$ cat config.mk
export PLATFORM = sky130hd
export DESIGN_NAME = spad_arbiter_flat
export DESIGN_NICKNAME = d
export VERILOG_FILES = /design/src/rtl/spad_arbiter_if.sv /design/src/rtl/spad_arbiter.sv /design/src/flat_wrapper.sv
export SDC_FILE = /design/constraint.sdc
export NUM_CORES = 1
export LEC_CHECK = 0
export CAP_MARGIN = 20
export CORE_MARGIN = 4
export CORE_UTILIZATION = 24
export CTS_CLUSTER_DIAMETER = 200
export CTS_CLUSTER_SIZE = 10
export DETAILED_ROUTE_END_ITERATION = 10
export MAX_ROUTING_LAYER = met4
export PLACE_DENSITY = 0.81
export SYNTH_ARGS = -nofsm -noshare
export SYNTH_HDL_FRONTEND = slang
export SYNTH_SLANG_ARGS = --single-unit
$ cat constraint.sdc
create_clock -name clk -period 1.4 [get_ports clk]
set_input_delay 0.28 -clock clk [delete_from_list [all_inputs] [get_ports clk]]
set_output_delay 0.28 -clock clk [all_outputs]
set_load 0.1 [all_outputs]
$ cat src/rtl/spad_arbiter_if.sv
// spad_arbiter_if: requester-side read/write handshake plus scratchpad port drive.
// slave = arbiter view, master = requester/scratchpad view.
interface spad_arbiter_if #(
  parameter int unsigned DATA_BITWIDTH = 16,
  parameter int unsigned ADDR_BITWIDTH = 9
);
  // Requester read port
  logic [1:0]                   rd_req;
  logic [2*ADDR_BITWIDTH-1:0]   rd_addr;
  logic [1:0]                   rd_gnt;
  logic [1:0]                   rd_valid;
  logic [DATA_BITWIDTH-1:0]     rd_data;
  // Requester write port
  logic [1:0]                   wr_req;
  logic [2*ADDR_BITWIDTH-1:0]   wr_addr;
  logic [2*DATA_BITWIDTH-1:0]   wr_data;
  logic [1:0]                   wr_gnt;
  // Scratchpad side
  logic                         sp_read_req;
  logic [ADDR_BITWIDTH-1:0]     sp_r_addr;
  logic                         sp_write_en;
  logic [ADDR_BITWIDTH-1:0]     sp_w_addr;
  logic [DATA_BITWIDTH-1:0]     sp_w_data;
  logic [DATA_BITWIDTH-1:0]     sp_r_data;

  modport slave (
    input  rd_req, rd_addr, wr_req, wr_addr, wr_data, sp_r_data,
    output rd_gnt, rd_valid, rd_data, wr_gnt,
    output sp_read_req, sp_r_addr, sp_write_en, sp_w_addr, sp_w_data
  );

  modport master (
    output rd_req, rd_addr, wr_req, wr_addr, wr_data, sp_r_data,
    input  rd_gnt, rd_valid, rd_data, wr_gnt,
    input  sp_read_req, sp_r_addr, sp_write_en, sp_w_addr, sp_w_data
  );
endinterface

$ cat src/rtl/spad_arbiter.sv
// spad_arbiter: independent 2-way round-robin arbitration of read and write
// access to a single-port-per-direction scratchpad with 1-cycle read latency.
// Optional macro SPAD_ARB_WR_BYPASS_EN forwards same-cycle, same-address
// write data to the read response instead of the scratchpad's pre-write data.
module spad_arbiter #(
  parameter int unsigned DATA_BITWIDTH = 16,
  parameter int unsigned ADDR_BITWIDTH = 9
) (
  input  logic          clk,
  input  logic          reset,
  spad_arbiter_if.slave bus
);

  localparam int unsigned DW = DATA_BITWIDTH;
  localparam int unsigned AW = ADDR_BITWIDTH;

  logic          rd_ptr;
  logic          wr_ptr;
  logic [1:0]    rd_gnt_c;
  logic [1:0]    wr_gnt_c;
  logic [1:0]    rd_valid_q;
  logic [DW-1:0] rd_src_c;

  // Favoured requester wins if requesting, otherwise the other one.
  function automatic logic [1:0] rr_pick(input logic [1:0] req, input logic ptr);
    logic [1:0] gnt;
    gnt = 2'b00;
    if (ptr == 1'b0) begin
      if (req[0])      gnt = 2'b01;
      else if (req[1]) gnt = 2'b10;
    end else begin
      if (req[1])      gnt = 2'b10;
      else if (req[0]) gnt = 2'b01;
    end
    return gnt;
  endfunction

  // Grant generation, suppressed while reset is held.
  always_comb begin
    rd_gnt_c = 2'b00;
    wr_gnt_c = 2'b00;
    if (reset) begin
      rd_gnt_c = rr_pick(bus.rd_req, rd_ptr);
      wr_gnt_c = rr_pick(bus.wr_req, wr_ptr);
    end
  end

  // Scratchpad port muxing from the granted requester; zero when idle.
  always_comb begin
    bus.sp_r_addr = '0;
    bus.sp_w_addr = '0;
    bus.sp_w_data = '0;
    if (rd_gnt_c[0])      bus.sp_r_addr = bus.rd_addr[0  +: AW];
    else if (rd_gnt_c[1]) bus.sp_r_addr = bus.rd_addr[AW +: AW];
    if (wr_gnt_c[0]) begin
      bus.sp_w_addr = bus.wr_addr[0  +: AW];
      bus.sp_w_data = bus.wr_data[0  +: DW];
    end else if (wr_gnt_c[1]) begin
      bus.sp_w_addr = bus.wr_addr[AW +: AW];
      bus.sp_w_data = bus.wr_data[DW +: DW];
    end
  end

  assign bus.rd_gnt      = rd_gnt_c;
  assign bus.wr_gnt      = wr_gnt_c;
  assign bus.sp_read_req = |rd_gnt_c;
  assign bus.sp_write_en = |wr_gnt_c;

  // Pointers move to the non-granted requester; response valid tracks the grant.
  always_ff @(posedge clk) begin
    if (!reset) begin
      rd_ptr     <= 1'b0;
      wr_ptr     <= 1'b0;
      rd_valid_q <= 2'b00;
    end else begin
      if (|rd_gnt_c) rd_ptr <= rd_gnt_c[0];
      if (|wr_gnt_c) wr_ptr <= wr_gnt_c[0];
      rd_valid_q <= rd_gnt_c;
    end
  end

`ifdef SPAD_ARB_WR_BYPASS_EN
  logic          byp_hit_q;
  logic [DW-1:0] byp_data_q;

  // Capture write data when a read and write hit the same address together.
  always_ff @(posedge clk) begin
    if (!reset) begin
      byp_hit_q  <= 1'b0;
      byp_data_q <= '0;
    end else begin
      byp_hit_q  <= bus.sp_read_req && bus.sp_write_en &&
                    (bus.sp_r_addr == bus.sp_w_addr);
      byp_data_q <= bus.sp_w_data;
    end
  end

  // Response source: forwarded write data on a hit, scratchpad otherwise.
  always_comb begin
    rd_src_c = bus.sp_r_data;
    if (byp_hit_q) rd_src_c = byp_data_q;
  end
`else
  // Response source: scratchpad read data (read-before-write semantics).
  always_comb begin
    rd_src_c = bus.sp_r_data;
  end
`endif

  // A response still in flight when reset asserts is squashed immediately.
  assign bus.rd_valid = reset ? rd_valid_q : 2'b00;
  assign bus.rd_data  = (|bus.rd_valid) ? rd_src_c : '0;

endmodule
$ cat src/flat_wrapper.sv
// flat-port wrapper written by rule: the top's interface ports become plain ports
module spad_arbiter_flat 
#(
  parameter int unsigned DATA_BITWIDTH = 16,
  parameter int unsigned ADDR_BITWIDTH = 9
)
  (clk, reset, bus_rd_req, bus_rd_addr, bus_wr_req, bus_wr_addr, bus_wr_data, bus_sp_r_data, bus_rd_gnt, bus_rd_valid, bus_rd_data, bus_wr_gnt, bus_sp_read_req, bus_sp_r_addr, bus_sp_write_en, bus_sp_w_addr, bus_sp_w_data);
  spad_arbiter_if #(.DATA_BITWIDTH(DATA_BITWIDTH), .ADDR_BITWIDTH(ADDR_BITWIDTH)) bus_i ();
  input  logic clk;
  input  logic reset;
  input wire logic [$bits(bus_i.rd_req)-1:0] bus_rd_req;
  input wire logic [$bits(bus_i.rd_addr)-1:0] bus_rd_addr;
  input wire logic [$bits(bus_i.wr_req)-1:0] bus_wr_req;
  input wire logic [$bits(bus_i.wr_addr)-1:0] bus_wr_addr;
  input wire logic [$bits(bus_i.wr_data)-1:0] bus_wr_data;
  input wire logic [$bits(bus_i.sp_r_data)-1:0] bus_sp_r_data;
  output wire logic [$bits(bus_i.rd_gnt)-1:0] bus_rd_gnt;
  output wire logic [$bits(bus_i.rd_valid)-1:0] bus_rd_valid;
  output wire logic [$bits(bus_i.rd_data)-1:0] bus_rd_data;
  output wire logic [$bits(bus_i.wr_gnt)-1:0] bus_wr_gnt;
  output wire logic [$bits(bus_i.sp_read_req)-1:0] bus_sp_read_req;
  output wire logic [$bits(bus_i.sp_r_addr)-1:0] bus_sp_r_addr;
  output wire logic [$bits(bus_i.sp_write_en)-1:0] bus_sp_write_en;
  output wire logic [$bits(bus_i.sp_w_addr)-1:0] bus_sp_w_addr;
  output wire logic [$bits(bus_i.sp_w_data)-1:0] bus_sp_w_data;
  assign bus_i.rd_req = bus_rd_req;
  assign bus_i.rd_addr = bus_rd_addr;
  assign bus_i.wr_req = bus_wr_req;
  assign bus_i.wr_addr = bus_wr_addr;
  assign bus_i.wr_data = bus_wr_data;
  assign bus_i.sp_r_data = bus_sp_r_data;
  assign bus_rd_gnt = bus_i.rd_gnt;
  assign bus_rd_valid = bus_i.rd_valid;
  assign bus_rd_data = bus_i.rd_data;
  assign bus_wr_gnt = bus_i.wr_gnt;
  assign bus_sp_read_req = bus_i.sp_read_req;
  assign bus_sp_r_addr = bus_i.sp_r_addr;
  assign bus_sp_write_en = bus_i.sp_write_en;
  assign bus_sp_w_addr = bus_i.sp_w_addr;
  assign bus_sp_w_data = bus_i.sp_w_data;
  spad_arbiter #(.DATA_BITWIDTH(DATA_BITWIDTH), .ADDR_BITWIDTH(ADDR_BITWIDTH)) u_core (.clk(clk), .reset(reset), .bus(bus_i));
endmodule
==> reports/metrics.yaml, run 1 <==
status: "did not finish"
stop_stage: "clock tree synthesis (4_1_cts)"
first-error: "[ERROR DPL-0033] detailed placement checks failed during check placement."
cts-htree-levels: 1
ys_types: 17
netlist_area_um2: 1030
place_area_um2: 3730
async_flop_share: 0
fp-row-count: 23
synth_edf_count: 0
dp_hpwl_mm: 6.00
yosys.area.top_type_share: 0.262
cts_buffer_depth: 2
holdBufCountCts: 0
port_buffers: 147
synthFlopType: "dfxtp_1"
post_cts_resized: 35
yosys-top-cells-area: "nand2_1, o22ai_2, and2_1"
yosys.area.top_type: "nand2_1"
synth_nets: 255
synth-seq-area-share: 0.0778
cts_buffers: 3
dp_slack_ns: -0.485
die_x_um: 73.5
yosysWarnings: 0
synth_common_cells: "nand2_1, o22ai_2, and2_1, o22ai_1, nor2_1"
netlist_instances: 165
ys_seq_elements: 4
cts.sinks: 4
yosysMostFrequentCell: "nand2_1"
cts-root-buf: "clkbuf_8"
post-cts-setup-buffers: 5
avgSynthCellArea_um2: 6.24
gp_congestion: 0.779
die_y_um: 73.5
io_pins: 148
start_util: 0.252
-- logic make-up after synthesis --
| kind of cell | count (synthesis) | share of synthesized area |
|---|---|---|
| simple gates | 108 | 0.473 |
| compound gates | 36 | 0.332 |
| buf+inv | 17 | 0.118 |
| flops | 4 | 0.0778 |
-- through the flow --
step | hold WS [ns] | instances
2_1_floorplan | 0.436 | 165
3_3_place_gp | 0.464 | 361
3_5_place_dp | 0.526 | 361
==> run 2: changes to the inputs <==
--- a/config.mk
+++ b/config.mk
@@ -8,11 +8,8 @@
 export CAP_MARGIN = 20
 export CORE_MARGIN = 4
 export CORE_UTILIZATION = 24
-export CTS_CLUSTER_DIAMETER = 200
-export CTS_CLUSTER_SIZE = 10
 export DETAILED_ROUTE_END_ITERATION = 10
-export MAX_ROUTING_LAYER = met4
-export PLACE_DENSITY = 0.81
+export PLACE_DENSITY_LB_ADDON = 0.15
 export SYNTH_ARGS = -nofsm -noshare
 export SYNTH_HDL_FRONTEND = slang
 export SYNTH_SLANG_ARGS = --single-unit
==> run 2 against run 1 <==
The flow now finishes, with violations (setup timing). Synthesized cell count is the same. Synthesized area is the same.
==> reports/metrics.yaml, run 2 <==
async_flop_share: 0
antenna_cells: 0
finClkSkew_ns: 0.00901
drcViolationCount: 0
critPathLaunchType: "primary input"
max_slew_margin: 0.760
yosys.area.top_type_share: 0.262
grt_max_degree: 36
path_max_fanout: 7
fp-row-count: 23
hold_viol: 0
synthAdderAreaFrac: 0
synthFlopType: "dfxtp_1"
yosys-top-cells-area: "nand2_1, o22ai_2, and2_1"
gr-total-overflow: 0
netlist_area_um2: 1030
fin_crit_sh: 1.21
yosys.area_share.simple: 0.473
synth_top_family_by_area: "simple AND/OR/NAND/NOR gates"
fmax_mhz: 590
p_comb_frac: 0.839
p_switching_w: 0.00137
wire_per_inst_um: 27.6
gp_congestion: 0.737
worstSetupPathType: "primary input to output pin"
slew_viol_final: 0
critical-path-top-delay-family: "buffers and inverters"
fin_util: 0.961
hold_slack_ns: 0.607
io_pins: 148
via_count: 2045
holdBufCountCts: 0
synth_nets: 255
min_path_type: "primary input to register"
grt_setup_unrepaired: "true"
die_y_um: 73.5
place_inst: 361
netlist_instances: 165
muxShareOfSynthArea: 0
yosys.area.top_type: "nand2_1"
worstSetupEndpointType: "output pin"
crit_path_max_incr_delay_ns: 0.32
port_buffers: 147
p_int_w: 0.00118
post-route-min-period_ns: 1.70
reg_top3: "u_core.rd_valid_q: 2 flops, u_core.rd_ptr: 1 flops, u_core.wr_ptr: 1 flops"
irDropWorstVdd_mv: 0.434
core_area_um2: 4090
via_per_inst: 5.48
ys_seq_elements: 4
min_delay_path_depth: 4
final_nets: 415
status: "complete, but fails checks"
die_x_um: 73.5
cts.sinks: 4
dp_hpwl_mm: 5.63
drt-initial-drc-count: 160
violations: "setup timing"
p_clk_frac: 0.110
tritoncts: "yes"
first_pass_iters: 5
synth-xor-area-share: 0
final_cell_count_no_fill: 373
setup_viol: 56
avgSynthCellArea_um2: 6.24
track_usage: 0.331
area_growth_pct: 281
drv_cap: 0
fillers: 75
synth_common_cells: "nand2_1, o22ai_2, and2_1, o22ai_1, nor2_1"
grt_pass1_wl_mm: 13.0
antenna_found_initial: 0
pwr-share-seq: 0.052
clkLatencyLatePin_ns: 0.24
cp_data_arrival_time_ns: 1.42
largest_reg_flops: 2
powerDensity_nw_per_um2: 651
yosysWarnings: 0
final_common_cell: "clkdlybuf4s50_1"
crit_required_ns: 1.12
worst_slew_pin_slew_ns: 0.360
crit_slowest_cell: "dlygate4sd2_1"
start_util: 0.252
layout-drive-gt1-share: 0.520
power_leakage_nw: 1.49
synth-seq-area-share: 0.0778
crit_chain: "dlygate4sd2_1, buf_6, nand2_8, clkbuf_16, o22ai_4, buf_12"
cts_buffer_depth: 2
cp.buffers_inverters: 4
die-area_um2: 5400
cts-root-buf: "clkbuf_8"
ys_types: 17
place_area_um2: 3710
final_cell_mix: "clkdlybuf4s50_1, buf_12, nand2_1"
rr_worst_depth: 5
design_area_um2: 3930
fin_ws_ns: -0.296
top_register: "u_core.rd_valid_q"
ant_nets: 0
sw_frac_of_total: 0.537
cts-htree-levels: 1
synth_edf_count: 0
dp_slack_ns: -0.470
routed_wirelength_mm: 10.3
cts_buffers: 3
yosysMostFrequentCell: "nand2_1"
cp.depth: 6
clk_pin_slew_ns: 0.04
synth_compound_area_frac: 0.332
grt_pass1_vias: 2192
-- run 2: cell counts after synthesis --
Identical to the previous run, type by type.
-- run 2: worst register-to-register path: stages (launching register included) --
cell,delay [ns]
dfxtp_4,0.36
nand2b_4,0.20
nand2_8,0.10
buf_4,0.15
buf_4,0.12
nor2_1,0.19
-- run 2: per-layer routing --
layer	routed length (µm)	track usage	part of all wire	vias up
met5	0	0	0	-
li1	-	-	-	869
met2	5530	0.625	0.54	159
met1	3140	0.310	0.30	958
met3	831	0.0903	0.081	59
met4	801	0.203	0.078	0
-- run 2: worst paths after layout --
path / startpoint / endpoint / slack [ns]
worst max-delay path: bus_wr_req[1] / bus_sp_w_data[7] / -0.30
worst min-delay path: bus_wr_req[0] / u_core.wr_ptr / 0.61
worst max register to register: u_core.rd_ptr / u_core.rd_valid_q[1] / 0.16
worst min register to register: u_core.wr_ptr / u_core.wr_ptr / 0.65
-- run 2: what timing repair did --
action,CTS,global route
setup buffers,4,3
resized for setup,30,9
endpoints found under the hold margin,0,0
pin swaps,17,6
setup endpoints to repair,58,55
cloned,2,1
-- run 2: cell type report --
type | count | area (µm²) | area share
tap | 50 | 62.6 | 0.0159
inverter | 1 | 3.75 | 0.000956
multi-input combinational | 145 | 1370 | 0.349
timing repair buffer | 170 | 2360 | 0.601
clock buffer | 3 | 41.3 | 0.0105
sequential | 4 | 90.1 | 0.0229
-- run 2: cells by family after synthesis --
group / after synthesis
simple gates: 108
flops: 4
compound gates: 36
buf+inv: 17
-- run 2: stage by stage --
| stage | power [W] | setup TNS, ns |
|---|---|---|
| 2_1_floorplan | 0.00135 | -4.54 |
| 3_3_place_gp | 0.00209 | -15.72 |
| 3_5_place_dp | 0.00213 | -17.31 |
| 4_1_cts | 0.00245 | -8.46 |
| 5_1_grt | 0.00260 | -12.21 |
| 6_report | 0.00256 | -10.97 |
-- run 2: power by group through the flow --
| stage | Sequential, W | Combinational [W] | Clock (W) |
|---|---|---|---|
| 6_report | 0.000132 | 0.00214 | 0.000280 |
| 5_1_grt | 0.000132 | 0.00219 | 0.000282 |
| 4_1_cts | 0.000129 | 0.00206 | 0.000266 |
| 3_5_place_dp | 0.000129 | 0.00200 | 0 |
| 3_3_place_gp | 0.000129 | 0.00197 | 0 |
| 2_1_floorplan | 0.000128 | 0.00122 | 0 |
Power figures use the tool's default switching activity.
